<file path="src/rtl/alu_z_stage.sv">
// Z register stage behind the combinational ALU: captures the 64-bit ALU result
// into ZHI/ZLO, and runs a multi-cycle signed restoring divide for DIV_OP.
module alu_z_stage #(
  parameter int unsigned     DATA_WIDTH = 32,
  parameter logic [4:0]      DIV_OP     = 5'd6
) (
  input  logic                    clk,
  input  logic                    clr,
  input  logic                    start,
  input  logic [4:0]              op,
  input  logic [DATA_WIDTH-1:0]   A,
  input  logic [DATA_WIDTH-1:0]   B,
  input  logic [2*DATA_WIDTH-1:0] alu_result,
  input  logic                    ZHIout,
  input  logic                    ZLOout,
  output logic [DATA_WIDTH-1:0]   bus_out,
  output logic [DATA_WIDTH-1:0]   ZHI,
  output logic [DATA_WIDTH-1:0]   ZLO,
  output logic                    busy,
  output logic                    done,
  output logic                    div_zero
);

  localparam int unsigned CW = $clog2(DATA_WIDTH + 1);

  typedef enum logic [1:0] {
    IDLE = 2'd0,
    DIV  = 2'd1,
    FIX  = 2'd2
  } state_t;

  state_t                  state_q, state_d;
  logic [DATA_WIDTH-1:0]   zhi_q, zhi_d;
  logic [DATA_WIDTH-1:0]   zlo_q, zlo_d;
  logic [DATA_WIDTH-1:0]   rem_q, rem_d;
  logic [DATA_WIDTH-1:0]   quo_q, quo_d;
  logic [DATA_WIDTH-1:0]   dvs_q, dvs_d;
  logic [CW-1:0]           cnt_q, cnt_d;
  logic                    sq_q, sq_d;
  logic                    sr_q, sr_d;
  logic                    busy_q, busy_d;
  logic                    done_q, done_d;
  logic                    dz_q, dz_d;

  logic [DATA_WIDTH-1:0]   abs_a, abs_b;
  logic [DATA_WIDTH:0]     rem_sh, diff;

  assign abs_a  = A[DATA_WIDTH-1] ? -A : A;
  assign abs_b  = B[DATA_WIDTH-1] ? -B : B;
  // One extra bit so the trial subtraction's sign shows whether to restore.
  assign rem_sh = {rem_q, quo_q[DATA_WIDTH-1]};
  assign diff   = rem_sh - {1'b0, dvs_q};

  always_comb begin
    state_d = state_q;
    zhi_d   = zhi_q;
    zlo_d   = zlo_q;
    rem_d   = rem_q;
    quo_d   = quo_q;
    dvs_d   = dvs_q;
    cnt_d   = cnt_q;
    sq_d    = sq_q;
    sr_d    = sr_q;
    busy_d  = busy_q;
    done_d  = 1'b0;
    dz_d    = dz_q;
    case (state_q)
      IDLE: begin
        if (start) begin
          if (op != DIV_OP) begin
            {zhi_d, zlo_d} = alu_result;
            done_d         = 1'b1;
          end else if (B == '0) begin
            zlo_d  = '1;
            zhi_d  = A;
            dz_d   = 1'b1;
            done_d = 1'b1;
          end else begin
            quo_d   = abs_a;
            dvs_d   = abs_b;
            rem_d   = '0;
            sq_d    = A[DATA_WIDTH-1] ^ B[DATA_WIDTH-1];
            sr_d    = A[DATA_WIDTH-1];
            cnt_d   = CW'(DATA_WIDTH);
            busy_d  = 1'b1;
            state_d = DIV;
          end
        end
      end
      DIV: begin
        quo_d = {quo_q[DATA_WIDTH-2:0], ~diff[DATA_WIDTH]};
        rem_d = diff[DATA_WIDTH] ? rem_sh[DATA_WIDTH-1:0] : diff[DATA_WIDTH-1:0];
        cnt_d = cnt_q - 1'b1;
        if (cnt_q == CW'(1)) state_d = FIX;
      end
      FIX: begin
        zlo_d   = sq_q ? -quo_q : quo_q;
        zhi_d   = sr_q ? -rem_q : rem_q;
        busy_d  = 1'b0;
        done_d  = 1'b1;
        dz_d    = 1'b0;
        state_d = IDLE;
      end
      default: state_d = IDLE;
    endcase
  end

  always_ff @(posedge clk) begin
    if (clr) begin
      state_q <= IDLE;
      zhi_q   <= '0;
      zlo_q   <= '0;
      rem_q   <= '0;
      quo_q   <= '0;
      dvs_q   <= '0;
      cnt_q   <= '0;
      sq_q    <= 1'b0;
      sr_q    <= 1'b0;
      busy_q  <= 1'b0;
      done_q  <= 1'b0;
      dz_q    <= 1'b0;
    end else begin
      state_q <= state_d;
      zhi_q   <= zhi_d;
      zlo_q   <= zlo_d;
      rem_q   <= rem_d;
      quo_q   <= quo_d;
      dvs_q   <= dvs_d;
      cnt_q   <= cnt_d;
      sq_q    <= sq_d;
      sr_q    <= sr_d;
      busy_q  <= busy_d;
      done_q  <= done_d;
      dz_q    <= dz_d;
    end
  end

  assign ZHI      = zhi_q;
  assign ZLO      = zlo_q;
  assign busy     = busy_q;
  assign done     = done_q;
  assign div_zero = dz_q;
  assign bus_out  = ZHIout ? zhi_q : (ZLOout ? zlo_q : '0);

endmodule
</file>
<file path="config.mk">
export PLATFORM = sky130hd
export DESIGN_NAME = alu_z_stage
export DESIGN_NICKNAME = d
export VERILOG_FILES = /design/src/rtl/alu_z_stage.sv
export SDC_FILE = /design/constraint.sdc
export NUM_CORES = 1
export LEC_CHECK = 0
export BUFFER_PORTS_ARGS = -buffer_cell sky130_fd_sc_hd__buf_4
export CELL_PAD_IN_SITES_DETAIL_PLACEMENT = 2
export CELL_PAD_IN_SITES_GLOBAL_PLACEMENT = 2
export CORE_ASPECT_RATIO = 0.8
export CORE_MARGIN = 4
export CORE_UTILIZATION = 34
export CTS_CLUSTER_DIAMETER = 200
export DETAILED_ROUTE_END_ITERATION = 8
export PLACE_DENSITY_LB_ADDON = 0.1
export SLEW_MARGIN = 40
export SYNTH_ARGS = -nofsm -noshare
export SYNTH_HDL_FRONTEND = slang
export SYNTH_SLANG_ARGS = --single-unit
</file>
<file path="constraint.sdc">
create_clock -name clk -period 5.6 [get_ports clk]
set_input_delay 0.28 -clock clk [delete_from_list [all_inputs] [get_ports clk]]
set_output_delay 0.28 -clock clk [all_outputs]
set_load 0.05 [all_outputs]
</file>
Yosys cells after proc, flatten, opt, wreduce, memory -nomap -nowiden
Index checks and enable logic that the tools add are counted.
{"block": "word_totals", "romBits": 0, "wordCells": 86, "inputBits": 138, "mem_count": 0, "regBits": 173, "mem_bits_rw": 0, "output_inout_bits": 99, "latch_bits": 0}
{"block": "op_classes", "div_mod_pow": 0, "bitwise_logic": 4, "reduce_logical": 10, "n_shift": 0, "order_cmp": 0, "add_sub_neg": 6, "mul": 0, "mux": 44, "eq_ne": 10}
{"operator": "2-to-1 mux 32 bit", "count": 19}
{"operator": "one-hot mux 32 bit (2 select lines)", "count": 4}
{"operator": "negation 32 bit", "count": 4}
{"operator": "subtractor 33 x 32 -> 33 bit", "count": 1}
{"operator": "logical NOT 32 bit", "count": 1}
{"operator": "AND reduction 4 bit", "count": 5}
{"operator": "2-to-1 mux 6 bit", "count": 3}
{"operator": "one-hot mux 6 bit (2 select lines)", "count": 1}
{"operator": "!= test 2 bit, second input constant", "count": 5}
{"operator": "2-to-1 mux 1 bit", "count": 9}
{"operator": "2-to-1 mux 2 bit", "count": 4}
{"operator": "equality test 6 x 1 -> 1 bit, second input constant", "count": 1}
{"operator": "one-hot mux 1 bit (2 select lines)", "count": 3}
{"operator": "subtractor 6 x 1 -> 6 bit, second input constant", "count": 1}
{"operator": "!= test 5 x 3 -> 1 bit, second input constant", "count": 1}
{"operator": "one-hot mux 2 bit (2 select lines)", "count": 1}
{"operator": "nonzero test 2 bit", "count": 2}
{"operator": "!= test 3 bit, second input constant", "count": 1}
{"operator": "inverter 1 bit", "count": 3}
{"operator": "AND reduction 3 bit", "count": 1}
{"operator": "equality test 2 x 1 -> 1 bit, second input constant", "count": 1}
{"operator": "equality test 2 bit, second input constant", "count": 1}
{"operator": "logical NOT 2 bit", "count": 1}
{"operator": "XOR 1 bit", "count": 1}

Longest topological paths before layout
Gate-level depths: netlist of run 1.
{"block": "logic_depth", "word_depth": 6, "depth_mapped": 14, "depth_no_buf": 13}

Worst setup path before layout of run 1
OpenSTA, ideal clock, no wires.
{"block": "synth_timing", "kind": "reg-to-reg", "start": "reg quo_q[31]", "end": "reg rem_q[10]", "synth_period_minus_slack_ps": 2966, "required_ps": 5472, "path_buffers": 1, "slack_ps": 2634, "path_stages_with_launch": 14, "arrival_time_ps": 2838, "setup_ps": 128, "path_cell_list": "dfxtp_1 > inv_1 > ha_1 > fa_1 > nor2b_1 > o31ai_1 > a211oi_1 > o211ai_1 > nand3_1 > a31oi_1 > xnor2_1 > clkbuf_1 > mux2i_1 > o21ai_0"}
{"block": "synth_via", "elab_chain_len": 3}
{"item": "start, declared", "line": "36", "rtl": "logic [DATA_WIDTH-1:0] quo_q, quo_d;"}
{"item": "start signal, assigned", "line": "127", "rtl": "quo_q <= quo_d;"}
{"item": "subtractor 33 x 32 -> 33 bit", "line": "52", "rtl": "assign diff = rem_sh - {1'b0, dvs_q};"}
{"item": "2-to-1 mux 32 bit", "line": "92", "rtl": "rem_d = diff[DATA_WIDTH] ? rem_sh[DATA_WIDTH-1:0] : diff[DATA_WIDTH-1:0];"}
{"item": "one-hot mux 32 bit (2 select lines)", "line": "67", "rtl": "case (state_q)"}
{"item": "end signal, assigned", "line": "126", "rtl": "rem_q <= rem_d;"}
{"item": "end, declared", "line": "35", "rtl": "logic [DATA_WIDTH-1:0] rem_q, rem_d;"}
No other way between the ends.
A chain may end at the register's enable or synchronous reset.

Worst setup path in the final report of run 1
{"block": "layout_timing", "start": "reg quo_q[31]", "end": "reg quo_q[0]"}
{"block": "layout_via", "elab_chain_len": 3}
{"item": "subtractor 33 x 32 -> 33 bit", "line": "52"}
{"item": "inverter 1 bit", "line": "91", "rtl": "quo_d = {quo_q[DATA_WIDTH-2:0], ~diff[DATA_WIDTH]};"}
{"item": "one-hot mux 32 bit (2 select lines)", "line": "67"}
No other way between the ends.

==> results of run 1 <==
==> flip-flops by register name, indices dropped and copies added, names as in the netlist <==
name / count
dvs_q: 32
rem_q: 32
ZHI: 32
done: 1
ZLO: 32
sq_q: 1
cnt_q: 6
quo_q: 32
busy: 1
div_zero: 1
state_q: 2
sr_q: 1
==> worst min-delay path, delay by kind of cell <==
family / cells / cell delay [ps]
compound gates: 1 / 60
simple gates: 1 / 60
buf+inv: 1 / 120
==> layout make-up <==
| class | instances | area, µm² |
|---|---|---|
| sequential | 173 | 3460 |
| tap | 472 | 591 |
| fill | 4087 | 20100 |
| timing repair buffer | 250 | 1880 |
| inverter | 48 | 180 |
| clock inverter | 12 | 161 |
| clock buffer | 20 | 447 |
| multi-input combinational | 1274 | 7960 |
==> cells in the mapped netlist (17+ instances only) <==
master,count,share of area [%]
inv_1,48,1.5
o31ai_1,38,2.4
o41ai_1,17,1.2
dfxtp_1,173,29
nand2_1,230,7.2
o21ai_0,117,4.9
mux2i_1,54,4.5
ha_1,38,4.0
xnor2_1,72,5.3
nor2_1,172,5.4
a21oi_1,110,4.6
xor2_1,73,5.3
clkbuf_1,91,2.8
nor3_1,32,1.3
a211oi_1,76,4.8
nand3_1,20,0.83
o211ai_1,21,1.3
==> layer usage <==
layer	global-route usage (%)	part of all wire, %	wire [µm]
met1	40.7	48	26400
met2	42.2	43	23900
met5	0	0	0
met4	6.66	1.7	920
met3	7.24	7.7	4300
==> through the flow <==
stage	instances	hold slack [ps]	total power [W]	instance area (µm²)	util (%)
after global placement	2217	470	0.00228	14000	40.4
after global routing	2249	116	0.00371	14700	42.2
final	2249	97.1	0.00358	14700	42.2
after floorplan	1606	420	0.00194	12000	-
after detailed placement	2217	479	0.00230	14100	40.4
after CTS	2249	73.3	0.00359	14700	42.2
==> final timing paths <==
kind | start | to
worst min-delay path | B[0] | dvs_q[0]
worst min register to register | ZLO[4] | ZLO[4]
worst max-delay path | quo_q[31] | quo_q[0]
worst max register to register | quo_q[31] | quo_q[0]
==> logic make-up (layout without fill, tap and decap cells) <==
kind of cell | Yosys count | in the layout | synth area share (%)
and+or+nand+nor | 566 | 566 | 21.1
AOI/OAI and AO/OA | 469 | 469 | 25.5
DFF | 173 | 173 | 28.8
buffers and inverters | 159 | 330 | 5.28
xor gates and xnor gates | 145 | 145 | 10.6
muxes | 55 | 55 | 4.60
adders and majority gates | 39 | 39 | 4.13
==> power by group through the flow <==
stage	combinational, W	clock [W]	sequential [W]
4_1_cts	0.000952	0.00131	0.00133
2_1_floorplan	0.000492	0	0.00144
5_1_grt	0.00102	0.00136	0.00133
3_5_place_dp	0.000945	0	0.00136
6_report	0.000954	0.00129	0.00133
3_3_place_gp	0.000924	0	0.00136
==> summary.txt, run 1 <==
outcome = completed
number of global-route vias before repair = 13200
final critical-path share of the clock period = 66.9%
die area = 38400 µm²
Hold Crit Class = input pin to register
Die H = 176 µm
H-tree levels = 4
critical path fanouts, max = 39
root buf cell = clkbuf_16
DR vias = 12900
CTS sink count = 173
crit-path cells = inv_1 > ha_1 > fa_1 > nor2b_1 > o31ai_1 > a211oi_1 > o211ai_1 > nand3_1 > a31oi_1 > xnor2_2 > buf_4 > nor2_1 > a2111oi_0
# nets final = 1941
synth unique cells = 65
DRT antenna net count = 0
Final Hold Fails = 0
share of layout cells above drive strength 1 = 17.6%
most common cell after layout, fill and taps aside = buf_4
Worst-Skew Late Latency = 460 ps
Synth warnings = 0
Post-DP HPWL = 43500 µm
Crit path largest cell delay = 500 ps
CTS Buf Count = 17
syn_nets = 1783
switching power = 0.00125 W
Via density = 5.73
drt pass-1 iters = 5
postcts setup bufs = 0
R2R depth = 13
CTS tree = done
min Tclk post-route = 3750 ps
ys async rst share = 0%
Overflow after GRT = 0
routed len/inst = 24.7 µm
r2r setup slk = 1850 ps
Sw Share = 34.9%
Crit path arrival time = 4080 ps
number of setup violations in the final report = 0
Hold Buf Count CTS = 0
Top Family by Delay on Critical Path = compound AO/OA/AOI/OAI gates
Syn Std Cell Area = 12000 µm²
critical path class = register to register
Slowest cell on crit path = buf_4
DIE WIDTH = 218 µm
Worst slew margin = 43.5%
Port Buffers = 236
final slew viol count = 0
CP Buf/Inv Count = 2
Syn Inst Count = 1606
clock-pin slew on the worst setup and hold paths = 70 ps
hold path cells = 3
Gate power share = 26.7%
Worst setup SP type = register
sequential area share after synthesis = 28.8%
Initial Util = 34.5%
Pint = 0.00233 W
ys flop type = dfxtp_1
Max Root-Sink Buffers = 2
fin worst setup slack = 1850 ps
P per Cell Area = 244 nW/µm²
area delta synth->final = 22.2%
drt initial violations = 933
#FFs+latches synth = 173
global-route wire length before repair = 82500 µm
RSZ-0062 raised after global routing = no
pre-CTS WS = 1930 ps
Critical Path End Type = register
Tightest Pin Transition = 824 ps
CP Depth = 13
number of synthesized flops with an enable pin = 0
total global-route track usage = 28.2%
Core ar. = 34800 µm²
placement row count = 61
CP required = 5940 ps
largest net degree at the start of global routing = 68
Ports = 237
Total Routed Length = 55500 µm
Max Clock Skew = 7.15 ps
GP Congestion = 0.867
P_leak = 5.76 nW
DRC Markers = 0
Setup TNS = 0 ps
ANT cells = 0
CTS resizes = 0
Peak supply drop = 0.000207 V
most frequent cells in the layout = buf_4, nand2_1, dfxtp_1, nor2_1, o21ai_0
clock share of power = 36.1%
Synth Area per Inst = 7.48 µm²
Fmax = 0.267 GHz
Flop pwr share = 37.2%
Max-Cap Viols = 0
initial antenna violation count = 2
No activity file was read; power rests on OpenSTA's default activity.
==> run 2, diff against run 1 <==
--- a/config.mk
+++ b/config.mk
@@ -10,7 +10,7 @@
 export CELL_PAD_IN_SITES_GLOBAL_PLACEMENT = 2
 export CORE_ASPECT_RATIO = 0.8
 export CORE_MARGIN = 4
-export CORE_UTILIZATION = 34
+export CORE_UTILIZATION = 32
 export CTS_CLUSTER_DIAMETER = 200
 export DETAILED_ROUTE_END_ITERATION = 8
 export PLACE_DENSITY_LB_ADDON = 0.1
==> constraint.sdc (replaced) <==
create_clock -name clk -period 3.7 [get_ports clk]
set_input_delay 0.185 -clock clk [delete_from_list [all_inputs] [get_ports clk]]
set_output_delay 0.185 -clock clk [all_outputs]
set_load 0.05 [all_outputs]
==> summary.txt, run 2 (synthesis results as in run 1) <==
final critical-path share of the clock period = 91.9% (+25 points)
fin worst setup slack = 300 ps (-1550 ps)
GP Congestion = 0.874 (+0.77%)
largest net degree at the start of global routing = 65 (-4.4%)
Final Hold Fails = 0 (unchanged)
Critical Path End Type = register
share of layout cells above drive strength 1 = 18.7% (+1.1 points)
worst setup path end = quo_q[0]
Die H = 181 µm (+2.9%)
DRT antenna net count = 0 (unchanged)
root buf cell = clkbuf_16
die area = 40700 µm² (+6.0%)
Crit path arrival time = 3720 ps (-360 ps)
drt pass-1 iters = 5 (unchanged)
Hold Crit Class = input pin to register
final slew viol count = 0 (unchanged)
CTS sink count = 173 (unchanged)
Worst slew margin = 40.1% (-3.4 points)
critical path class = register to register
min Tclk post-route = 3400 ps (-345 ps)
most common cell after layout, fill and taps aside = buf_4
critical path fanouts, max = 20 (-49%)
P per Cell Area = 364 nW/µm² (+50%)
# nets final = 1968 (+1.4%)
RSZ-0062 raised after global routing = no
Tightest Pin Transition = 873 ps (+49.5 ps)
Port Buffers = 236 (unchanged)
DRC Markers = 0 (unchanged)
fill cell count = 4319 (+5.7%)
R2R depth = 13 (unchanged)
CP required = 4020 ps (-1920 ps)
number of global-route vias before repair = 13200 (+0.40%)
Worst setup SP type = register
pre-CTS WS = 271 ps (-1660 ps)
Max Clock Skew = 14.4 ps (+7.25 ps)
Ports = 237 (unchanged)
P_leak = 5.91 nW (+2.7%)
Worst-Skew Late Latency = 470 ps (about the same)
Fmax = 0.294 GHz (+10%)
H-tree levels = 4 (unchanged)
Max-Cap Viols = 0 (unchanged)
area delta synth->final = 24.2%
total global-route track usage = 27.2% (-0.96 points)
DR vias = 12800 (-0.50%)
most frequent cells in the layout = buf_4, nand2_1, dfxtp_1, nor2_1, o21ai_0
Overflow after GRT = 0 (unchanged)
Post-DP HPWL = 45500 µm (+4.6%)
Reg2Reg Launch Point = quo_q[31]
placement row count = 63 (+3.3%)
Peak supply drop = 0.000253 V (+23%)
DIE WIDTH = 225 µm (+3.0%)
reg2reg end = quo_q[0]
number of setup violations in the final report = 0 (unchanged)
Total Routed Length = 56800 µm (+2.4%)
hold path cells = 3 (unchanged)
outcome = completed
Setup TNS = 0 ps (unchanged)
clock-pin slew on the worst setup and hold paths = 80 ps (about the same)
Worst Setup SP = quo_q[31]
drt initial violations = 738 (-21%)
routed len/inst = 24.8 µm (+0.49%)
Via density = 5.59 (-2.4%)
initial antenna violation count = 4 (+2)
DP Cell Count = 2258 (+1.8%)
fin cells = 2292 (+1.9%)
CTS Buf Count = 17 (unchanged)
r2r setup slk = 300 ps (-1550 ps)
global-route wire length before repair = 84600 µm (+2.6%)
Max Root-Sink Buffers = 2 (unchanged)
Initial Util = 32.4% (-2.1 points)
Core ar. = 37000 µm² (+6.4%)
Hold WS = 13.8 ps (-83.3 ps)
CTS tree = done
-- run 2: changes by cell type in the layout (fill, tap and decap cells not counted), sizes merged, moves of 2 or more --
| cell | before | now |
|---|---|---|
| clkinvlp | 6 | 3 |
| clkinv | 1 | 4 |
| buf | 250 | 276 |
| inv | 50 | 52 |
-- run 2: cell type report --
type                    instances  area, µm²  share of cell area [%]
multi-input cells            1274       7950                    53.3
well taps                     487        609                    4.09
diodes                          1       2.50                  0.0168
clock buffers                  19        443                    2.97
inverters                      48        180                    1.21
clock inverters                13        155                    1.04
flip-flops and latches        173       3460                    23.2
repair buffers                277       2110                    14.1
-- run 2: worst min path at each step --
stage	from	endpoint	slack, ps
floorplan	B[0]	dvs_q[0]	330
global placement	dvs_q[0]	dvs_q[0]	460
detailed placement	dvs_q[0]	dvs_q[0]	470
CTS	alu_result[21]	ZLO[21]	1
global route	alu_result[17]	ZLO[17]	20
finish	alu_result[21]	ZLO[21]	10
-- run 2: per-layer routing --
layer / wire (µm) / global-route usage, % / vias to the layer above / share of wire [%]
met2: 24000 / 39.5 / 276 / 42
met4: 789 / 5.34 / 0 / 1.4
met1: 29500 / 42.2 / 6407 / 52
li1: - / - / 6094 / -
met5: 0 / 0 / - / 0
met3: 2560 / 4.42 / 38 / 4.5
-- run 2: through the flow --
stage | instance area, µm² | util (%) | power [W]
4_1_cts | 14900 | 40.2 | 0.00545
2_1_floorplan | 12000 | - | 0.00293
5_1_grt | 14900 | 40.2 | 0.00566
3_5_place_dp | 14300 | 38.6 | 0.00353
6_report | 14900 | 40.3 | 0.00543
3_3_place_gp | 14300 | 38.6 | 0.00349
-- run 2: repair_timing --
action,CTS,global route
hold buffers,1,0
setup endpoints to repair,0,1
resized for setup,0,1
buffers inserted,0,0
hold endpoints to repair,1,0
-- run 2: worst max-delay path: stages, from the launching register on --
cell and delay (ps):
dfxtp_1 320, inv_1 110, ha_1 220, fa_1 230, nor2b_1 70, o31ai_1 420
a211oi_2 200, o211ai_1 260, nand3_1 160, a31oi_1 310, xnor2_2 190, buf_12 220
nor2_1 70, a2111oi_0 460
-- run 2: report_power, final --
group / leakage, nW / total, W / internal (W) / switching [W]
Sequential: 1.41 / 0.00201 / 0.00193 / 0.0000859
Clock: 0.283 / 0.00193 / 0.00103 / 0.000905
Combinational: 4.22 / 0.00149 / 0.000549 / 0.000940
Total: 5.91 / 0.00543 / 0.00350 / 0.00193
